--- config.mk ---
export PLATFORM = sky130hd
export DESIGN_NAME = multicycle_alu_flat
export DESIGN_NICKNAME = d
export VERILOG_FILES = /design/src/rtl/alu_pkg.sv /design/src/rtl/multicycle_alu_if.sv /design/src/rtl/booth_mul_seq.sv /design/src/rtl/multicycle_alu.sv /design/src/flat_wrapper.sv
export SDC_FILE = /design/constraint.sdc
export NUM_CORES = 1
export LEC_CHECK = 0
export CAP_MARGIN = 20
export CORE_MARGIN = 1.5
export CORE_UTILIZATION = 67
export DETAILED_ROUTE_END_ITERATION = 16
export DONT_BUFFER_PORTS = 1
export PLACE_DENSITY = 0.83
export SKIP_LAST_GASP = 1
export SYNTH_ARGS = -nofsm -noshare
export SYNTH_HDL_FRONTEND = slang
export SYNTH_SLANG_ARGS = --single-unit
--- constraint.sdc ---
create_clock -name clk -period 2 [get_ports clk]
set_clock_uncertainty 0.1 [all_clocks]
set_input_delay 0.4 -clock clk [delete_from_list [all_inputs] [get_ports clk]]
set_output_delay 0.4 -clock clk [all_outputs]
set_load 0.1 [all_outputs]
--- src/rtl/alu_pkg.sv ---
// Shared definitions for multicycle_alu: opcodes, condition-code bit
// positions and the controller state encoding.
package alu_pkg;

  localparam logic [3:0] OP_ADD  = 4'b0001;
  localparam logic [3:0] OP_SUB  = 4'b0010;
  localparam logic [3:0] OP_SHL  = 4'b0101;
  localparam logic [3:0] OP_SHAR = 4'b0110;
  localparam logic [3:0] OP_SHLR = 4'b0111;
  localparam logic [3:0] OP_RL   = 4'b1000;
  localparam logic [3:0] OP_RR   = 4'b1001;
  localparam logic [3:0] OP_AND  = 4'b1011;
  localparam logic [3:0] OP_OR   = 4'b1100;
  localparam logic [3:0] OP_XOR  = 4'b1101;
  localparam logic [3:0] OP_NOT  = 4'b1110;
  localparam logic [3:0] OP_MUL  = 4'b1111;

  localparam int CC_N = 3;
  localparam int CC_Z = 2;
  localparam int CC_C = 1;
  localparam int CC_V = 0;

  typedef enum logic [1:0] {
    ST_IDLE = 2'd0,
    ST_MUL  = 2'd1,
    ST_DONE = 2'd2
  } alu_state_e;

endpackage

--- src/rtl/multicycle_alu_if.sv ---
// Request/response bundle for multicycle_alu.
// Handshake: a transfer happens on a rising edge where valid and ready are
// both high; the master holds valid and its payload stable until then, and
// the slave holds result/cc/illegal stable while out_valid is high and
// out_ready is low.
interface multicycle_alu_if #(
  parameter int WIDTH = 16
);
  logic             in_valid;
  logic             in_ready;
  logic [3:0]       aluop;
  logic [WIDTH-1:0] valA;
  logic [WIDTH-1:0] valB;
  logic             out_valid;
  logic             out_ready;
  logic [WIDTH-1:0] result;
  logic [3:0]       cc;
  logic             illegal;

  modport master (
    output in_valid, aluop, valA, valB, out_ready,
    input  in_ready, out_valid, result, cc, illegal
  );

  modport slave (
    input  in_valid, aluop, valA, valB, out_ready,
    output in_ready, out_valid, result, cc, illegal
  );
endinterface

--- src/rtl/booth_mul_seq.sv ---
// Sequential radix-2 Booth multiplier: one iteration per clock, WIDTH
// iterations after start. done is high during the final iteration and
// product then shows the finished signed 2*WIDTH-bit product.
module booth_mul_seq #(
  parameter int WIDTH = 16
) (
  input  logic               clk,
  input  logic               rst_n,
  input  logic               start,
  input  logic [WIDTH-1:0]   a,
  input  logic [WIDTH-1:0]   b,
  output logic               done,
  output logic [2*WIDTH-1:0] product
);
  localparam int CW = $clog2(WIDTH);

  // acc = {upper partial sum, multiplier, appended q(-1) bit}
  logic [WIDTH-1:0]   mcand;
  logic [2*WIDTH:0]   acc;
  logic [2*WIDTH:0]   acc_next;
  logic [WIDTH:0]     upper_ext;
  logic [WIDTH:0]     mcand_ext;
  logic [WIDTH:0]     sum;
  logic [CW-1:0]      cnt;
  logic               busy;

  // One Booth step: add/subtract multiplicand on 01/10, then arithmetic
  // shift right. The add is one bit wider so the most negative multiplicand
  // cannot overflow the partial sum.
  always_comb begin
    upper_ext = {acc[2*WIDTH], acc[2*WIDTH:WIDTH+1]};
    mcand_ext = {mcand[WIDTH-1], mcand};
    case (acc[1:0])
      2'b01:   sum = upper_ext + mcand_ext;
      2'b10:   sum = upper_ext - mcand_ext;
      default: sum = upper_ext;
    endcase
    acc_next = {sum, acc[WIDTH:1]};
  end

  assign done    = busy & (cnt == CW'(WIDTH - 1));
  assign product = acc_next[2*WIDTH:1];

  // Load operands on start, then iterate until the final step retires.
  always_ff @(posedge clk or negedge rst_n) begin
    if (!rst_n) begin
      mcand <= '0;
      acc   <= '0;
      cnt   <= '0;
      busy  <= 1'b0;
    end else if (start) begin
      mcand <= a;
      acc   <= {{WIDTH{1'b0}}, b, 1'b0};
      cnt   <= '0;
      busy  <= 1'b1;
    end else if (busy) begin
      acc <= acc_next;
      cnt <= cnt + CW'(1);
      if (done) busy <= 1'b0;
    end
  end

endmodule

--- src/rtl/multicycle_alu.sv ---
// Registered WIDTH-bit ALU with valid/ready handshakes and NZCV flags.
// Optional multiplier: define ALU_MUL_EN to build the Booth multiplier;
// without it MUL is reported as an illegal opcode.
module multicycle_alu
  import alu_pkg::*;
#(
  parameter int WIDTH = 16,
  localparam int SHW  = $clog2(WIDTH)
) (
  input  logic                clk,
  input  logic                rst_n,
  multicycle_alu_if.slave     bus,
  output alu_state_e          dbg_state
);

  alu_state_e         state;
  logic               accept;
  logic               is_mul;
  logic               mul_done;
  logic [2*WIDTH-1:0] mul_product;
  logic [WIDTH-1:0]   mul_res;
  logic               mul_ovf;

  logic               sub;
  logic [WIDTH-1:0]   b_eff;
  logic [WIDTH:0]     sum;
  logic [WIDTH:0]     shl_ext;
  logic [WIDTH-1:0]   shar_res;
  logic [SHW-1:0]     rot_amt;
  logic [2*WIDTH-1:0] rot_l;
  logic [2*WIDTH-1:0] rot_r;

  logic [WIDTH-1:0]   nxt_res;
  logic               nxt_c;
  logic               nxt_v;
  logic               nxt_ill;
  logic [3:0]         nxt_cc;

  assign bus.in_ready = (state == ST_IDLE) | ((state == ST_DONE) & bus.out_ready);
  assign accept       = bus.in_valid & bus.in_ready;
  assign dbg_state    = state;

  // Datapath pieces shared by the opcode decode below.
  assign sub      = (bus.aluop == OP_SUB);
  assign b_eff    = sub ? ~bus.valB : bus.valB;
  assign sum      = {1'b0, bus.valA} + {1'b0, b_eff} + {{WIDTH{1'b0}}, sub};
  assign shl_ext  = {1'b0, bus.valA} << bus.valB;
  assign shar_res = $signed(bus.valA) >>> bus.valB;
  assign rot_amt  = bus.valB[SHW-1:0];
  assign rot_l    = {bus.valA, bus.valA} << rot_amt;
  assign rot_r    = {bus.valA, bus.valA} >> rot_amt;

  // Single-cycle result, carry/overflow and legality for the offered opcode.
  always_comb begin
    nxt_res = '0;
    nxt_c   = 1'b0;
    nxt_v   = 1'b0;
    nxt_ill = 1'b0;
    is_mul  = 1'b0;
    case (bus.aluop)
      OP_ADD, OP_SUB: begin
        nxt_res = sum[WIDTH-1:0];
        nxt_c   = sum[WIDTH];
        nxt_v   = (bus.valA[WIDTH-1] == b_eff[WIDTH-1]) &
                  (sum[WIDTH-1] != bus.valA[WIDTH-1]);
      end
      OP_SHL: begin
        nxt_res = shl_ext[WIDTH-1:0];
        nxt_c   = shl_ext[WIDTH];
      end
      OP_SHAR: nxt_res = shar_res;
      OP_SHLR: nxt_res = bus.valA >> bus.valB;
      OP_RL:   nxt_res = rot_l[2*WIDTH-1:WIDTH];
      OP_RR:   nxt_res = rot_r[WIDTH-1:0];
      OP_AND:  nxt_res = bus.valA & bus.valB;
      OP_OR:   nxt_res = bus.valA | bus.valB;
      OP_XOR:  nxt_res = bus.valA ^ bus.valB;
      OP_NOT:  nxt_res = ~bus.valB;
`ifdef ALU_MUL_EN
      OP_MUL:  is_mul  = 1'b1;
`else
      OP_MUL:  nxt_ill = 1'b1;
`endif
      default: nxt_ill = 1'b1;
    endcase
    nxt_cc = nxt_ill ? 4'b0100
                     : {nxt_res[WIDTH-1], ~|nxt_res, nxt_c, nxt_v};
  end

`ifdef ALU_MUL_EN
  logic mul_start;
  assign mul_start = accept & is_mul;

  booth_mul_seq #(.WIDTH(WIDTH)) u_mul (
    .clk     (clk),
    .rst_n   (rst_n),
    .start   (mul_start),
    .a       (bus.valA),
    .b       (bus.valB),
    .done    (mul_done),
    .product (mul_product)
  );
`else
  assign mul_done    = 1'b0;
  assign mul_product = '0;
`endif

  // Product overflows when the bits from the result sign upward disagree.
  assign mul_res = mul_product[WIDTH-1:0];
  assign mul_ovf = ~((&mul_product[2*WIDTH-1:WIDTH-1]) |
                     (~|mul_product[2*WIDTH-1:WIDTH-1]));

  // Controller: accept, wait for the multiplier, present result until taken.
  always_ff @(posedge clk or negedge rst_n) begin
    if (!rst_n) begin
      state         <= ST_IDLE;
      bus.out_valid <= 1'b0;
      bus.result    <= '0;
      bus.cc        <= '0;
      bus.illegal   <= 1'b0;
    end else if (accept) begin
      if (is_mul) begin
        state         <= ST_MUL;
        bus.out_valid <= 1'b0;
      end else begin
        state         <= ST_DONE;
        bus.out_valid <= 1'b1;
        bus.result    <= nxt_res;
        bus.cc        <= nxt_cc;
        bus.illegal   <= nxt_ill;
      end
    end else if ((state == ST_DONE) && bus.out_ready) begin
      state         <= ST_IDLE;
      bus.out_valid <= 1'b0;
    end else if ((state == ST_MUL) && mul_done) begin
      state         <= ST_DONE;
      bus.out_valid <= 1'b1;
      bus.result    <= mul_res;
      bus.cc        <= {mul_res[WIDTH-1], ~|mul_res, mul_ovf, mul_ovf};
      bus.illegal   <= 1'b0;
    end
  end

endmodule

--- src/flat_wrapper.sv ---
// flat-port wrapper written by rule: the top's interface ports become plain ports
module multicycle_alu_flat import alu_pkg::*;
#(
  parameter int WIDTH = 16,
  localparam int SHW  = $clog2(WIDTH)
)
  (clk, rst_n, dbg_state, bus_in_valid, bus_aluop, bus_valA, bus_valB, bus_out_ready, bus_in_ready, bus_out_valid, bus_result, bus_cc, bus_illegal);
  multicycle_alu_if #(.WIDTH(WIDTH)) bus_i ();
  input  logic clk;
  input  logic rst_n;
  output alu_state_e dbg_state;
  input wire logic [$bits(bus_i.in_valid)-1:0] bus_in_valid;
  input wire logic [$bits(bus_i.aluop)-1:0] bus_aluop;
  input wire logic [$bits(bus_i.valA)-1:0] bus_valA;
  input wire logic [$bits(bus_i.valB)-1:0] bus_valB;
  input wire logic [$bits(bus_i.out_ready)-1:0] bus_out_ready;
  output wire logic [$bits(bus_i.in_ready)-1:0] bus_in_ready;
  output wire logic [$bits(bus_i.out_valid)-1:0] bus_out_valid;
  output wire logic [$bits(bus_i.result)-1:0] bus_result;
  output wire logic [$bits(bus_i.cc)-1:0] bus_cc;
  output wire logic [$bits(bus_i.illegal)-1:0] bus_illegal;
  assign bus_i.in_valid = bus_in_valid;
  assign bus_i.aluop = bus_aluop;
  assign bus_i.valA = bus_valA;
  assign bus_i.valB = bus_valB;
  assign bus_i.out_ready = bus_out_ready;
  assign bus_in_ready = bus_i.in_ready;
  assign bus_out_valid = bus_i.out_valid;
  assign bus_result = bus_i.result;
  assign bus_cc = bus_i.cc;
  assign bus_illegal = bus_i.illegal;
  multicycle_alu #(.WIDTH(WIDTH)) u_core (.clk(clk), .rst_n(rst_n), .bus(bus_i), .dbg_state(dbg_state));
endmodule
==> results of run 1 <==
Yosys cell counts (6+ instances only):
| master | count | area (um2) |
|---|---|---|
| a211oi_1 | 23 | 173 |
| a21o_1 | 7 | 52.6 |
| a21oi_1 | 46 | 230 |
| a221oi_1 | 7 | 61.3 |
| a22oi_1 | 20 | 150 |
| a31oi_1 | 11 | 68.8 |
| buf_2 | 15 | 75.1 |
| buf_6 | 7 | 78.8 |
| clkbuf_1 | 24 | 90.1 |
| dfrtp_1 | 22 | 551 |
| ha_1 | 49 | 613 |
| inv_1 | 37 | 139 |
| mux2_2 | 22 | 248 |
| mux2i_1 | 32 | 320 |
| mux4_2 | 9 | 203 |
| nand2_1 | 93 | 349 |
| nand2b_1 | 12 | 75.1 |
| nand3_1 | 13 | 65.1 |
| nand4_1 | 10 | 62.6 |
| nor2_1 | 79 | 297 |
| nor2b_1 | 8 | 50.1 |
| nor3_1 | 23 | 115 |
| o211ai_1 | 10 | 75.1 |
| o21ai_0 | 57 | 285 |
| o221ai_1 | 7 | 61.3 |
| o22ai_1 | 9 | 56.3 |
| o311ai_0 | 6 | 52.6 |
| o32ai_1 | 6 | 52.6 |
| xnor2_1 | 22 | 193 |
cells by family after synthesis:
logic type,Yosys count
XOR/XNOR,26
AO/OA/AOI/OAI,257
other,1
adder cells (fa/ha/maj),50
AND/OR/NAND/NOR,287
buffers and inverters,95
flip-flops,22
multiplexers,64
stage by stage:
step	TNS (ns)	hold WS [ns]	setup slack [ns]
floorplan	-18.50	0.00441	-1.46
global placement	-20.89	0.00481	-1.36
detailed placement	-24.12	0.00473	-1.64
==> impl_metrics.json, run 1 <==
{
  "status": "aborted with a tool error",
  "synthSimpleGateAreaFrac": 0.243,
  "cts_sinks": 22,
  "root_buffer": "clkbuf_8",
  "die_y_um": 96.1,
  "port_buffers": 0,
  "synth_compound_area_frac": 0.301,
  "synth_ff_type": "dfrtp_1",
  "cts_made_buffers": 3,
  "tool.error": "[ERROR DPL-0038] Utilization greater than 100%, impossible to legalize",
  "cts.path.max_buffers": 2,
  "avgSynthCellArea_um2": 7.25,
  "place.gp.congestion": 1.35,
  "synthAdderAreaFrac": 0.109,
  "yosys.cell_types.count": 84,
  "dp_cells": 1106,
  "ctsHtreeMaxLevel": 1,
  "ctsHoldBuffers": 1,
  "detailed_place_hpwl_um": 23400,
  "synth_top_family_by_area": "compound AO/OA/AOI/OAI gates",
  "synth_xor_area_frac": 0.0392,
  "syn_inst": 802,
  "yosys_warnings": 0,
  "netlist_area_um2": 5810,
  "synth_edf_count": 0,
  "lastStage": "4_1_cts",
  "fp-row-count": 33,
  "ios": 65,
  "placed_area_um2": 7690,
  "cts_setup_buffers": 26,
  "synth-seq-cells": 22,
  "postCtsResizedCells": 72,
  "yosysSeqAreaShare": 0.0947,
  "synthArstFlopShare": 1.00,
  "synth.net_count": 892,
  "initial_core_util": 0.700,
  "synthMuxAreaShare": 0.135,
  "die_w_um": 96.1
}
==> run 2, diff against run 1 <==
Settings changed: CORE_UTILIZATION 67 to 40, PLACE_DENSITY 0.83 to not set, PLACE_DENSITY_LB_ADDON set to 0.15.
==> run 2 against run 1 <==
  * Synthesized area did not move
  * Synthesized cell count unchanged
  * The flow now finishes, with violations (setup timing)
==> impl_metrics.json, run 2 <==
{
  "fp-row-count": 43,
  "place.gp.congestion": 1.05,
  "synth_edf_count": 0,
  "ir_worst_vdd_v": 0.000529,
  "tritoncts": "done",
  "synth.area.top_cells": "ha_1, dfrtp_1, nand2_1",
  "synth-seq-cells": 22,
  "cts.path.max_buffers": 2,
  "ctsHtreeMaxLevel": 1,
  "cts.clk_slew.worst_paths_ns": 0.06,
  "max_freq_mhz": 311,
  "synth.net_count": 892,
  "ios": 65,
  "tightestPinTransition_ns": 0.928,
  "final_common_cell": "buf_4",
  "reg.largest.list": "u_core.bus.result (16), u_core.bus.cc (4)",
  "crit_path_start_kind": "primary input",
  "fin_ws_ns": -1.22,
  "cts_made_buffers": 3,
  "utilization": 0.606,
  "yosys-top-cells-count": "nand2_1, nor2_1, o21ai_0",
  "drtAntennaViolNets": 0,
  "die_y_um": 124,
  "yosys_warnings": 0,
  "final_area_um2": 8510,
  "diodes": 0,
  "grtUsageTotal": 0.391,
  "crit_required_ns": 2.07,
  "placed_area_um2": 7910,
  "first_pass_iters": 5,
  "netlist_area_um2": 5810,
  "path_buf_inv": 4,
  "initial_core_util": 0.414,
  "die-area_um2": 15300,
  "fin_nets": 1129,
  "avgSynthCellArea_um2": 7.25,
  "violations": "setup timing",
  "slew_headroom": 0.379,
  "fin_crit_sh": 1.61,
  "power_density_nw_per_um2": 446,
  "whs_ns": 0.157,
  "synthArstFlopShare": 1.00,
  "vias": 7661,
  "yosys.area.top_type_share": 0.105,
  "rsz0062_at_grt": "true",
  "layout-drive-gt1-share": 0.387,
  "detailed_place_hpwl_um": 24000,
  "crit_chain": "nor4b_4 > buf_12 > xnor2_1 > ha_1 > buf_4 > a211oi_2 > o21ai_2 > o31ai_2 > buf_4 > o31ai_4 > buf_4 > a21oi_4 > and3b_1 > o21ai_1 > a41o_1 > o21ai_0 > nor3_2",
  "cpLargestDelayFamily": "compound AO/OA/AOI/OAI gates",
  "cpPeakStageDelay_ns": 0.33,
  "root_buffer": "clkbuf_16",
  "largest_register_ffs": 16,
  "min_path_type": "in -> reg",
  "die_w_um": 124,
  "yosys.cell_types.count": 84,
  "overflow": 0,
  "grt_pass1_wl_um": 44000,
  "top_register": "u_core.bus.result",
  "worst_path_max_delay_cell": "ha_1",
  "cp_common_cell": "buf_4",
  "status": "complete, but fails checks",
  "synth_most_common_cell": "nand2_1",
  "route.detailed.drc": 0,
  "setup_violations": 20,
  "max-cap-violations": 0,
  "port_buffers": 0,
  "yosysSeqAreaShare": 0.0947,
  "vias_per_cell": 6.29,
  "routed_wl_um": 30100,
  "worstPathMaxFanout": 21,
  "antenna_found_initial": 0,
  "leakagePower_nw": 3.86,
  "cp-end-kind": "register",
  "synth_ff_type": "dfrtp_1",
  "fin_crit_ns": 3.22,
  "maxSlewViolCount": 0,
  "first_global_vias": 7288,
  "clk_latency_ns": 0.25,
  "cp.arrival_ns": 3.29,
  "cts_sinks": 22,
  "grt_max_degree": 56,
  "synthToLayoutAreaGrowth_pct": 46.4,
  "syn_inst": 802,
  "dr.first_iter.drc_count": 837,
  "design.core.area_um2": 14000,
  "wl_per_cell_um": 24.7,
  "final_cell_mix": "buf_4, nand2_1, nor2_1",
  "worst-setup-path-type": "in -> reg",
  "hold_viol_final": 0,
  "synth_top_area_cell": "ha_1"
}
## run 2: metal layers
layer  routed length [um]  GRT usage  vias up
li1                     -          -     3487
met1                12300      0.515     3636
met2                13200      0.610      443
met3                 2590     0.0581       95
met4                 2000      0.218        0
met5                    0          0        -
## run 2: worst register-to-register path, delay by kind of cell, from the launching register on
family / cells / cell delay [ns]
AOI/OAI and AO/OA: 3 / 0.80
DFF: 1 / 0.42
and+or+nand+nor: 3 / 0.38
## run 2: area by class of cell
class | count | area (um2)
fillers | 1264 | 5540
flip-flops and latches | 22 | 552
clock buffers | 3 | 75.1
inverters | 39 | 146
well taps | 180 | 225
clock inverters | 1 | 30.0
multi-input cells | 685 | 5210
repair buffers | 288 | 2270
## run 2: final timing paths
path	cells after the start	from	slack, ns	to
worst max-delay path	17	bus_aluop[3]	-1.22	u_core.bus.cc[2]$_DFFE_PN0P_
max in group asynchronous	1	rst_n	0.54	u_core.bus.out_valid$_DFFE_PN0P_
worst min-delay path	1	bus_in_valid	0.16	u_core.bus.out_valid$_DFFE_PN0P_
worst max register to register	6	u_core.bus.out_valid$_DFFE_PN0P_	0.20	u_core.bus.cc[2]$_DFFE_PN0P_
worst min register to register	2	u_core.bus.result[7]$_DFFE_PN0P_	0.38	u_core.bus.result[7]$_DFFE_PN0P_
min in group asynchronous	1	rst_n	0.64	u_core.bus.cc[2]$_DFFE_PN0P_
## run 2: repair_timing
action	in CTS	in global routing
pin swaps	29	38
endpoints found under the hold margin	22	0
gates cloned	0	0
setup endpoints to repair	20	20
setup buffers	18	5
hold buffers	1	0
resized for setup	45	29
## run 2: metrics by stage
stage	setup TNS, ns	total power [mW]	std cells	worst slack [ns]
6_report	-17.90	3.79	1218	-1.22
3_3_place_gp	-22.00	2.95	1194	-1.46
2_1_floorplan	-18.50	2.13	802	-1.46
5_1_grt	-20.37	3.97	1218	-1.39
4_1_cts	-17.13	3.66	1215	-1.21
3_5_place_dp	-23.17	2.97	1194	-1.54
## run 2: where the power goes
group	internal, mW	switching [mW]	total [mW]
Sequential	0.513	0.0267	0.540
Combinational	1.12	1.59	2.71
Clock	0.397	0.146	0.542
Total	2.03	1.76	3.79
## run 2: kinds of logic (layout without fill, tap and decap cells)
group / count (synthesis) / after routing / synth area share
AO/OA/AOI/OAI: 257 / 257 / 0.301
XOR/XNOR: 26 / 26 / 0.0392
adder cells (fa/ha/maj): 50 / 50 / 0.109
buffers and inverters: 95 / 331 / 0.0769
flip-flops: 22 / 22 / 0.0947
multiplexers: 64 / 64 / 0.135
other: 1 / 1 / 0.000645
AND/OR/NAND/NOR: 287 / 287 / 0.243
No activity file was read; power rests on OpenSTA's default activity.
